==> src/rtl/alu_seq.sv <==
// ---------------------------------------------------------------------------
// alu_seq: 16-bit sequential ALU.
// Single-cycle ops (ADD/SUB/AND/OR/XOR/NOT, DIV by zero) deliver at the edge
// that accepts start. MUL (shift-add) and DIV (restoring) iterate 16 times
// in EXEC and deliver at the 16th iteration edge.
//
// Ports
//   clk      in   rising-edge clock
//   reset    in   asynchronous, active-low reset
//   start    in   operation request, sampled in IDLE only
//   opcode   in   3b: ADD,SUB,AND,OR,XOR,NOT,MUL,DIV
//   op_a     in   16b first operand
//   op_b     in   16b second operand
//   ALU_rez  out  16b registered result, held until the next result
//   str_rez  out  one-cycle strobe marking a new ALU_rez
//   busy     out  high while MUL/DIV iterates
//   zero     out  ALU_rez == 0
//   carry    out  ADD carry-out / SUB borrow, 0 otherwise
//   div0     out  last result was a divide by zero
// ---------------------------------------------------------------------------
module alu_seq (
   input  logic        clk,
   input  logic        reset,
   input  logic        start,
   input  logic [2:0]  opcode,
   input  logic [15:0] op_a,
   input  logic [15:0] op_b,
   output logic [15:0] ALU_rez,
   output logic        str_rez,
   output logic        busy,
   output logic        zero,
   output logic        carry,
   output logic        div0
);

   localparam int unsigned W     = 16;
   localparam int unsigned CNT_W = 4;
   localparam logic [CNT_W-1:0] CNT_LAST = CNT_W'(W - 1);

   localparam logic [2:0] OP_ADD = 3'b000;
   localparam logic [2:0] OP_SUB = 3'b001;
   localparam logic [2:0] OP_AND = 3'b010;
   localparam logic [2:0] OP_OR  = 3'b011;
   localparam logic [2:0] OP_XOR = 3'b100;
   localparam logic [2:0] OP_NOT = 3'b101;
   localparam logic [2:0] OP_MUL = 3'b110;
   localparam logic [2:0] OP_DIV = 3'b111;

   typedef enum logic {IDLE, EXEC} state_e;

   state_e           state_q, state_d;
   logic [CNT_W-1:0] cnt_q,   cnt_d;
   logic [2:0]       op_q,    op_d;
   logic [W-1:0]     a_q,     a_d;     // MUL: shifted multiplicand; DIV: dividend -> quotient
   logic [W-1:0]     b_q,     b_d;     // MUL: shifted multiplier;   DIV: divisor
   logic [W-1:0]     acc_q,   acc_d;   // MUL: partial product;      DIV: partial remainder
   logic [W-1:0]     rez_q,   rez_d;
   logic             str_q,   str_d;
   logic             busy_q,  busy_d;
   logic             zero_q,  zero_d;
   logic             carry_q, carry_d;
   logic             div0_q,  div0_d;

   // single-cycle datapath, fed straight from the inputs
   logic [W:0]   add_ext;
   logic [W-1:0] alu_res;
   logic         alu_carry;

   // iteration datapath
   logic [W:0]   rem_sh;
   logic [W:0]   rem_sub;
   logic [W-1:0] acc_nx;
   logic [W-1:0] quo_nx;
   logic [W-1:0] res_nx;

   // Combinational single-cycle ALU
   always_comb begin
      alu_res   = '0;
      alu_carry = 1'b0;
      add_ext   = {1'b0, op_a} + {1'b0, op_b};
      case (opcode)
         OP_ADD: begin
            alu_res   = add_ext[W-1:0];
            alu_carry = add_ext[W];
         end
         OP_SUB: begin
            alu_res   = op_a - op_b;
            alu_carry = (op_a < op_b);
         end
         OP_AND:  alu_res = op_a & op_b;
         OP_OR:   alu_res = op_a | op_b;
         OP_XOR:  alu_res = op_a ^ op_b;
         OP_NOT:  alu_res = ~op_a;
         default: alu_res = '0;
      endcase
   end

   // One MUL or DIV iteration from the current working registers
   always_comb begin
      // remainder never reaches the divisor, so the shifted value fits in W+1 bits
      rem_sh  = {acc_q, a_q[W-1]};
      rem_sub = rem_sh - {1'b0, b_q};
      acc_nx  = acc_q;
      quo_nx  = a_q;
      res_nx  = acc_q;
      if (op_q == OP_MUL) begin
         acc_nx = b_q[0] ? (acc_q + a_q) : acc_q;
         res_nx = acc_nx;
      end else begin
         // no borrow means the divisor fits: keep the difference, quotient bit 1
         if (!rem_sub[W]) begin
            acc_nx = rem_sub[W-1:0];
            quo_nx = {a_q[W-2:0], 1'b1};
         end else begin
            acc_nx = rem_sh[W-1:0];
            quo_nx = {a_q[W-2:0], 1'b0};
         end
         res_nx = quo_nx;
      end
   end

   // Next-state and output logic
   always_comb begin
      state_d = state_q;
      cnt_d   = cnt_q;
      op_d    = op_q;
      a_d     = a_q;
      b_d     = b_q;
      acc_d   = acc_q;
      rez_d   = rez_q;
      str_d   = 1'b0;
      busy_d  = busy_q;
      zero_d  = zero_q;
      carry_d = carry_q;
      div0_d  = div0_q;

      case (state_q)
         IDLE: begin
            if (start) begin
               op_d  = opcode;
               a_d   = op_a;
               b_d   = op_b;
               acc_d = '0;
               cnt_d = '0;
               if (opcode == OP_MUL || (opcode == OP_DIV && op_b != '0)) begin
                  state_d = EXEC;
                  busy_d  = 1'b1;
               end else if (opcode == OP_DIV) begin
                  rez_d   = 16'hFFFF;
                  zero_d  = 1'b0;
                  carry_d = 1'b0;
                  div0_d  = 1'b1;
                  str_d   = 1'b1;
               end else begin
                  rez_d   = alu_res;
                  zero_d  = (alu_res == '0);
                  carry_d = alu_carry;
                  div0_d  = 1'b0;
                  str_d   = 1'b1;
               end
            end
         end
         EXEC: begin
            acc_d = acc_nx;
            if (op_q == OP_MUL) begin
               a_d = a_q << 1;
               b_d = b_q >> 1;
            end else begin
               a_d = quo_nx;
            end
            if (cnt_q == CNT_LAST) begin
               state_d = IDLE;
               busy_d  = 1'b0;
               cnt_d   = '0;
               rez_d   = res_nx;
               zero_d  = (res_nx == '0);
               carry_d = 1'b0;
               div0_d  = 1'b0;
               str_d   = 1'b1;
            end else begin
               cnt_d = cnt_q + CNT_W'(1);
            end
         end
         default: state_d = IDLE;
      endcase
   end

   // State registers
   always_ff @(posedge clk or negedge reset) begin
      if (!reset) begin
         state_q <= IDLE;
         cnt_q   <= '0;
         op_q    <= '0;
         a_q     <= '0;
         b_q     <= '0;
         acc_q   <= '0;
         rez_q   <= '0;
         str_q   <= 1'b0;
         busy_q  <= 1'b0;
         zero_q  <= 1'b0;
         carry_q <= 1'b0;
         div0_q  <= 1'b0;
      end else begin
         state_q <= state_d;
         cnt_q   <= cnt_d;
         op_q    <= op_d;
         a_q     <= a_d;
         b_q     <= b_d;
         acc_q   <= acc_d;
         rez_q   <= rez_d;
         str_q   <= str_d;
         busy_q  <= busy_d;
         zero_q  <= zero_d;
         carry_q <= carry_d;
         div0_q  <= div0_d;
      end
   end

   assign ALU_rez = rez_q;
   assign str_rez = str_q;
   assign busy    = busy_q;
   assign zero    = zero_q;
   assign carry   = carry_q;
   assign div0    = div0_q;

endmodule

==> config.mk <==
export PLATFORM = sky130hd
export DESIGN_NAME = alu_seq
export DESIGN_NICKNAME = d
export VERILOG_FILES = /design/src/rtl/alu_seq.sv
export SDC_FILE = /design/constraint.sdc
export NUM_CORES = 1
export LEC_CHECK = 0
export CORE_MARGIN = 10
export CORE_UTILIZATION = 30
export DETAILED_ROUTE_END_ITERATION = 10
export DONT_BUFFER_PORTS = 1
export GPL_TIMING_DRIVEN = 0
export PLACE_DENSITY_LB_ADDON = 0.08
export SLEW_MARGIN = 20
export SYNTH_ARGS = -nofsm -noshare
export SYNTH_HDL_FRONTEND = slang
export SYNTH_SLANG_ARGS = --single-unit
==> constraint.sdc <==
create_clock -name clk -period 6.6 [get_ports clk]
set_input_delay 1.98 -clock clk [delete_from_list [all_inputs] [get_ports clk]]
set_output_delay 1.98 -clock clk [all_outputs]
set_load 0.005 [all_outputs]
* Word-level counts from Yosys, hierarchy flattened
Cells that the tools add are included.
** Operators by class
- Add/sub/neg operators :: 5
- Order comparisons :: 1
- Reductions and logical operators :: 10
- Equality and inequality tests :: 14
- Muxes and demuxes :: 48
- Bitwise logic cells :: 5
** Operators with widths (count)
- $mux 16 :: 12
- $pmux 16 s2 :: 4
- $pmux 16 s6 :: 1
- $logic_not 16->1 :: 2
- $mux 1 :: 21
- $add 16x16->17 :: 1
- $sub 17x16->17 :: 1
- $add 16x16->16 :: 1
- $and 16x16->16 :: 1
- $lt 16x16->1 :: 1
- $not 16->16 :: 1
- $or 16x16->16 :: 1
- $reduce_bool 16->1 :: 1
- $sub 16x16->16 :: 1
- $xor 16x16->16 :: 1
- $eq 3x3->1 const B :: 5
- $pmux 1 s2 :: 7
- $mux 4 :: 2
- $pmux 4 s2 :: 1
- $eq 3x2->1 const B :: 2
- $ne 2x2->1 const B :: 3
- $reduce_and 3->1 :: 2
- $add 4x1->4 const B :: 1
- $eq 4x4->1 const B :: 1
- 7 further kinds :: 9
** Storage, ports and cells
- Flip-flop bits (word level) :: 77
- Output and inout bits :: 21
- Logic and storage cells :: 95
- Input bits :: 38

* Depth between registers and ports, before layout
- Depth after elaboration :: 7
- Mapped depth :: 14
- Mapped depth without buffers :: 13

* Worst setup path after synthesis
OpenSTA, ideal clock, no wires.
- Path kind :: input-to-reg
- Start point :: in op_a[2]
- End point :: reg zero_q, in the netlist zero
- Required time :: 6.531 ns
- Setup time :: 0.069 ns
- Data arrival time :: 4.299 ns
- Buffers on the path :: 1
- Slack :: 2.232 ns
- Cell stages on the path :: 12
- Path through :: inv_1 > ha_1 > clkbuf_2 > nand2b_4 > a2111oi_0 > or3_1 > a31oi_1 > o21a_1 > a21o_1 > a2111oi_0 > nand4_1 > nand3_1
** Between the ends
- Longest elaborated chain between the ends :: 7
- Elaborated cells on any way between the ends :: 12
- Those cells by class :: 2 x add/sub; 5 x mux; 4 x bitwise; 1 x reduce/logical
** RTL lines
- from (decl) :: RTL line 26 : input logic [15:0] op_a,
- $sub 16x16->16 (tied with other cells) :: RTL line 87 : alu_res = op_a - op_b;
- $pmux 16 s6 * :: RTL line 81 : case (opcode)
- $logic_not 16->1 * :: RTL line 156 : zero_d = (alu_res == '0);
- $mux 1 * :: RTL line 148 : end else if (opcode == OP_DIV) begin
- $mux 1 * :: RTL line 145 : if (opcode == OP_MUL || (opcode == OP_DIV && op_b != '0)) begin
- $mux 1 * :: RTL line 139 : if (start) begin
- $pmux 1 s2 * :: RTL line 137 : case (state_q)
- to (signal assigned) :: RTL line 213 : zero_q <= zero_d;
- to (decl) :: RTL line 60 : logic zero_q, zero_d;
Every way passes the cells marked *; elsewhere a longest branch is shown, timed or not. The select of a mux whose other input is x is not followed.
A chain may end at the register's enable or synchronous reset.

* Worst setup path after layout
- Start point :: in op_a[2]
- End point :: reg rez_q[10], in the netlist ALU_rez[10]
** Between the ends
- Longest elaborated chain between the ends :: 6
- Elaborated cells on any way between the ends :: 7
- Those cells by class :: 2 x add/sub; 5 x mux
** RTL lines
- $sub 16x16->16 or $add 16x16->17 (tied branches) :: RTL line 87, 80
- $pmux 16 s6 * :: RTL line 81
- $mux 16 * :: RTL line 148
- $mux 16 * :: RTL line 145
- $mux 16 * :: RTL line 139
- $pmux 16 s2 * :: RTL line 137
- to (signal assigned) :: RTL line 210 : rez_q <= rez_d;
- to (decl) :: RTL line 57 : logic [W-1:0] rez_q, rez_d;
Marked as above.

==> qor.csv <==
stage;metric;value;unit
run_status;status;finished, final reports clean;
place;buffer_ports.inserted;0;
die;die_area;34750;um^2
synth;synth_compound_gate_area_share;30.35;%
place;dp_slack;1.437;ns
die;die_w;186.4;um
synth;synth-seq-area-share;23.20;%
routing;drt_iter0_drc;743;
setup_path;cp-end-kind;register;
power_and_ir_drop;peakVddDrop;0.2216;mV
power_and_ir_drop;p_per_area;479.5;nW/um^2
finish;area_growth;9.128;%
clocking;cts_root_buffer;clkbuf_16;
sta;tightestPinTransition;1.143;ns
setup_path;start_kind;primary input;
place;dp_cells;1427;
synth;ys_ff_latch;77;
setup_path;cp_max_fo;9;
setup_path;required;6.90;ns
min_path;worstHoldStart;b_q[8];
sta;hold_ws;0.5096;ns
global_routing;grt_overflow;0;
setup_path;reg2reg_slack;2.50;ns
synth;synth.distinct_cells;80;
clocking;htreeDepth;3;
routing;ant_nets;0;
clocking;cts.clk_slew.worst_paths;0.06;ns
synth;muxShareOfSynthArea;5.513;%
sta;skew;0.008413;ns
finish;final_common_cell;nand2_1;
min_path;min_path_type;register to register;
synth;synth_top_family_by_area;compound AO/OA/AOI/OAI gates;
place;hpwl;26720;um
global_routing;grt_first_pass_wirelength;50850;um
die;start_util;30.65;%
sta;max_freq;204.2;MHz
synth;syn_inst;1055;
routing;route.detailed.drc;0;
finish;fin_nets;1191;
sta;rsz0062_at_grt;false;
synth;synth.largest_area_cell;dfrtp_1;
finish;final_core_util;33.45;%
sta;setup_violations;0;
die;io_pins;59;
power_and_ir_drop;power_leakage;4.011;nW
place;routabilityCongestion;0.8903;
finish;drive_above_1_share;5.042;%
routing;avgRoutedWirePerCell;23.49;um
finish;final_cells;1443;
synth;synth_xor_area_share;2.515;%
sta;fin_crit_sh;74.18;%
die;die_h;186.4;um
synth;synth.area.top_cells;dfrtp_1, ha_1, nand2_1, o21ai_0, mux2i_1;
sta;slew_violations;0;
sta;setup_ws;1.704;ns
clocking;clk_latency;0.36;ns
die;placementRows;60;
synth;synth_top_area_share;23.20;%
run;maxCapViolations;0;
synth;synth_enable_flop_cells;0;
clocking;ctsHoldBuffers;0;
sta;max_slew_margin;23.20;%
clocking;cts_tree;built;
synth;async_reset_ff_share;100.0;%
die;core;27100;um^2
setup_path;r2r-start;a_q[15];
finish;antennaDiodeCount;0;
routing;viasPerCell;5.667;
clocking;cts_setup_buffers;0;
synth;yosys_warnings;0;
global_routing;grt_max_degree;78;
clocking;numCtsBuffers;9;
synth;avgSynthCellArea;7.874;um^2
min_path;hold_depth;2;
setup_path;rr_endpoint;acc_q[13];
finish;layout_common_cells;nand2_1, ha_1, o21ai_0;
finish;design_area;9065;um^2
clocking;clockBufferDepth;2;
clocking;clock-sinks;77;
synth;synth_simple_gate_area_share;18.71;%
setup_path;critPathArrivalTime;5.19;ns
global_routing;first_global_vias;7792;
min_path;min_to;b_q[8];
sta;tns;0;ns
setup_path;r2r_cells;13;
sta;hold_violations;0;
place;place_area;8772;um^2
routing;vias;8177;
synth;netlist_area;8307;um^2
synth;ys.flop_type;dfrtp_1;
setup_path;crit_type;primary input to register;
synth;synth_fp_nets;1180;
routing;first_pass_iters;5;
synth;synthAdderAreaFrac;13.47;%
global_routing;antenna_found_initial;0;
clocking;cts_resized;0;
sta;period_needed;4.896;ns
global_routing;grtUsageTotal;18.73;%
routing;wl;33890;um
finish;fillers;2936;
power_and_ir_drop;total_power;4.346;mW
[worst max-delay path, cell delays in order]
cell and delay (ns):
inv_1 0.02, ha_1 0.27, clkbuf_2 0.18, nand2b_4 0.19, a2111oi_0 0.85, or3_1 0.30
a311oi_1 0.13, o221a_2 0.27, a31oi_1 0.33, nor2_1 0.09, a211oi_1 0.44, a21o_1 0.13
[area by class of cell]
class                      count  area [um^2]  area share, %
multi-input combinational    841         5861          64.65
clock inverter                 6        63.81         0.7039
inverter                      77        289.0          3.188
buffer                        60        230.2          2.540
sequential                    77         1927          21.26
clock buffer                  10        229.0          2.526
tap                          372        465.4          5.135
[worst max path at each step]
stage	startpoint	to	slack [ns]
floorplan	op_a[2]	zero	2.23
global placement	op_b[10]	zero	1.37
detailed placement	op_b[2]	ALU_rez[10]	1.44
CTS	op_b[2]	ALU_rez[10]	1.80
global route	op_b[10]	zero	1.48
finish	op_a[2]	ALU_rez[10]	1.70
[synthesized netlist by cell type, types with 21 or more instances]
library cell and instances:
clkbuf_1 49, a211oi_1 21, dfrtp_1 77, a21oi_1 67
nand2_1 111, mux2i_1 39, o21ai_0 79, a21o_1 25
inv_1 75, a31oi_1 21, nor2_1 67, o211ai_1 24
nor3_1 25, ha_1 83
[sequential cells by signal (all words and copies together) (netlist names), 3 cells and up]
signal	flops
ALU_rez	16
a_q	16
acc_q	16
b_q	16
cnt_q	4
op_q	3
[kinds of logic after synthesis]
logic type / count (synthesis)
xor gates and xnor gates: 23
AOI/OAI and AO/OA: 367
DFF: 77
buffers and inverters: 137
muxes: 45
adders and majority gates: 87
and+or+nand+nor: 319
[where the power goes]
| part | switching, mW | total (mW) | internal (mW) |
|---|---|---|---|
| registers | 0.265 | 0.973 | 0.708 |
| logic | 1.70 | 2.86 | 1.16 |
| clock network | 0.218 | 0.511 | 0.292 |
[routing by layer]
metal  global-route usage, %  part of all wire, %
met1                   27.95                   51
met2                   26.89                   41
met3                   3.762                  6.6
met4                   3.659                  1.3
met5                       0                    0
(Power assumes the default switching activity.)
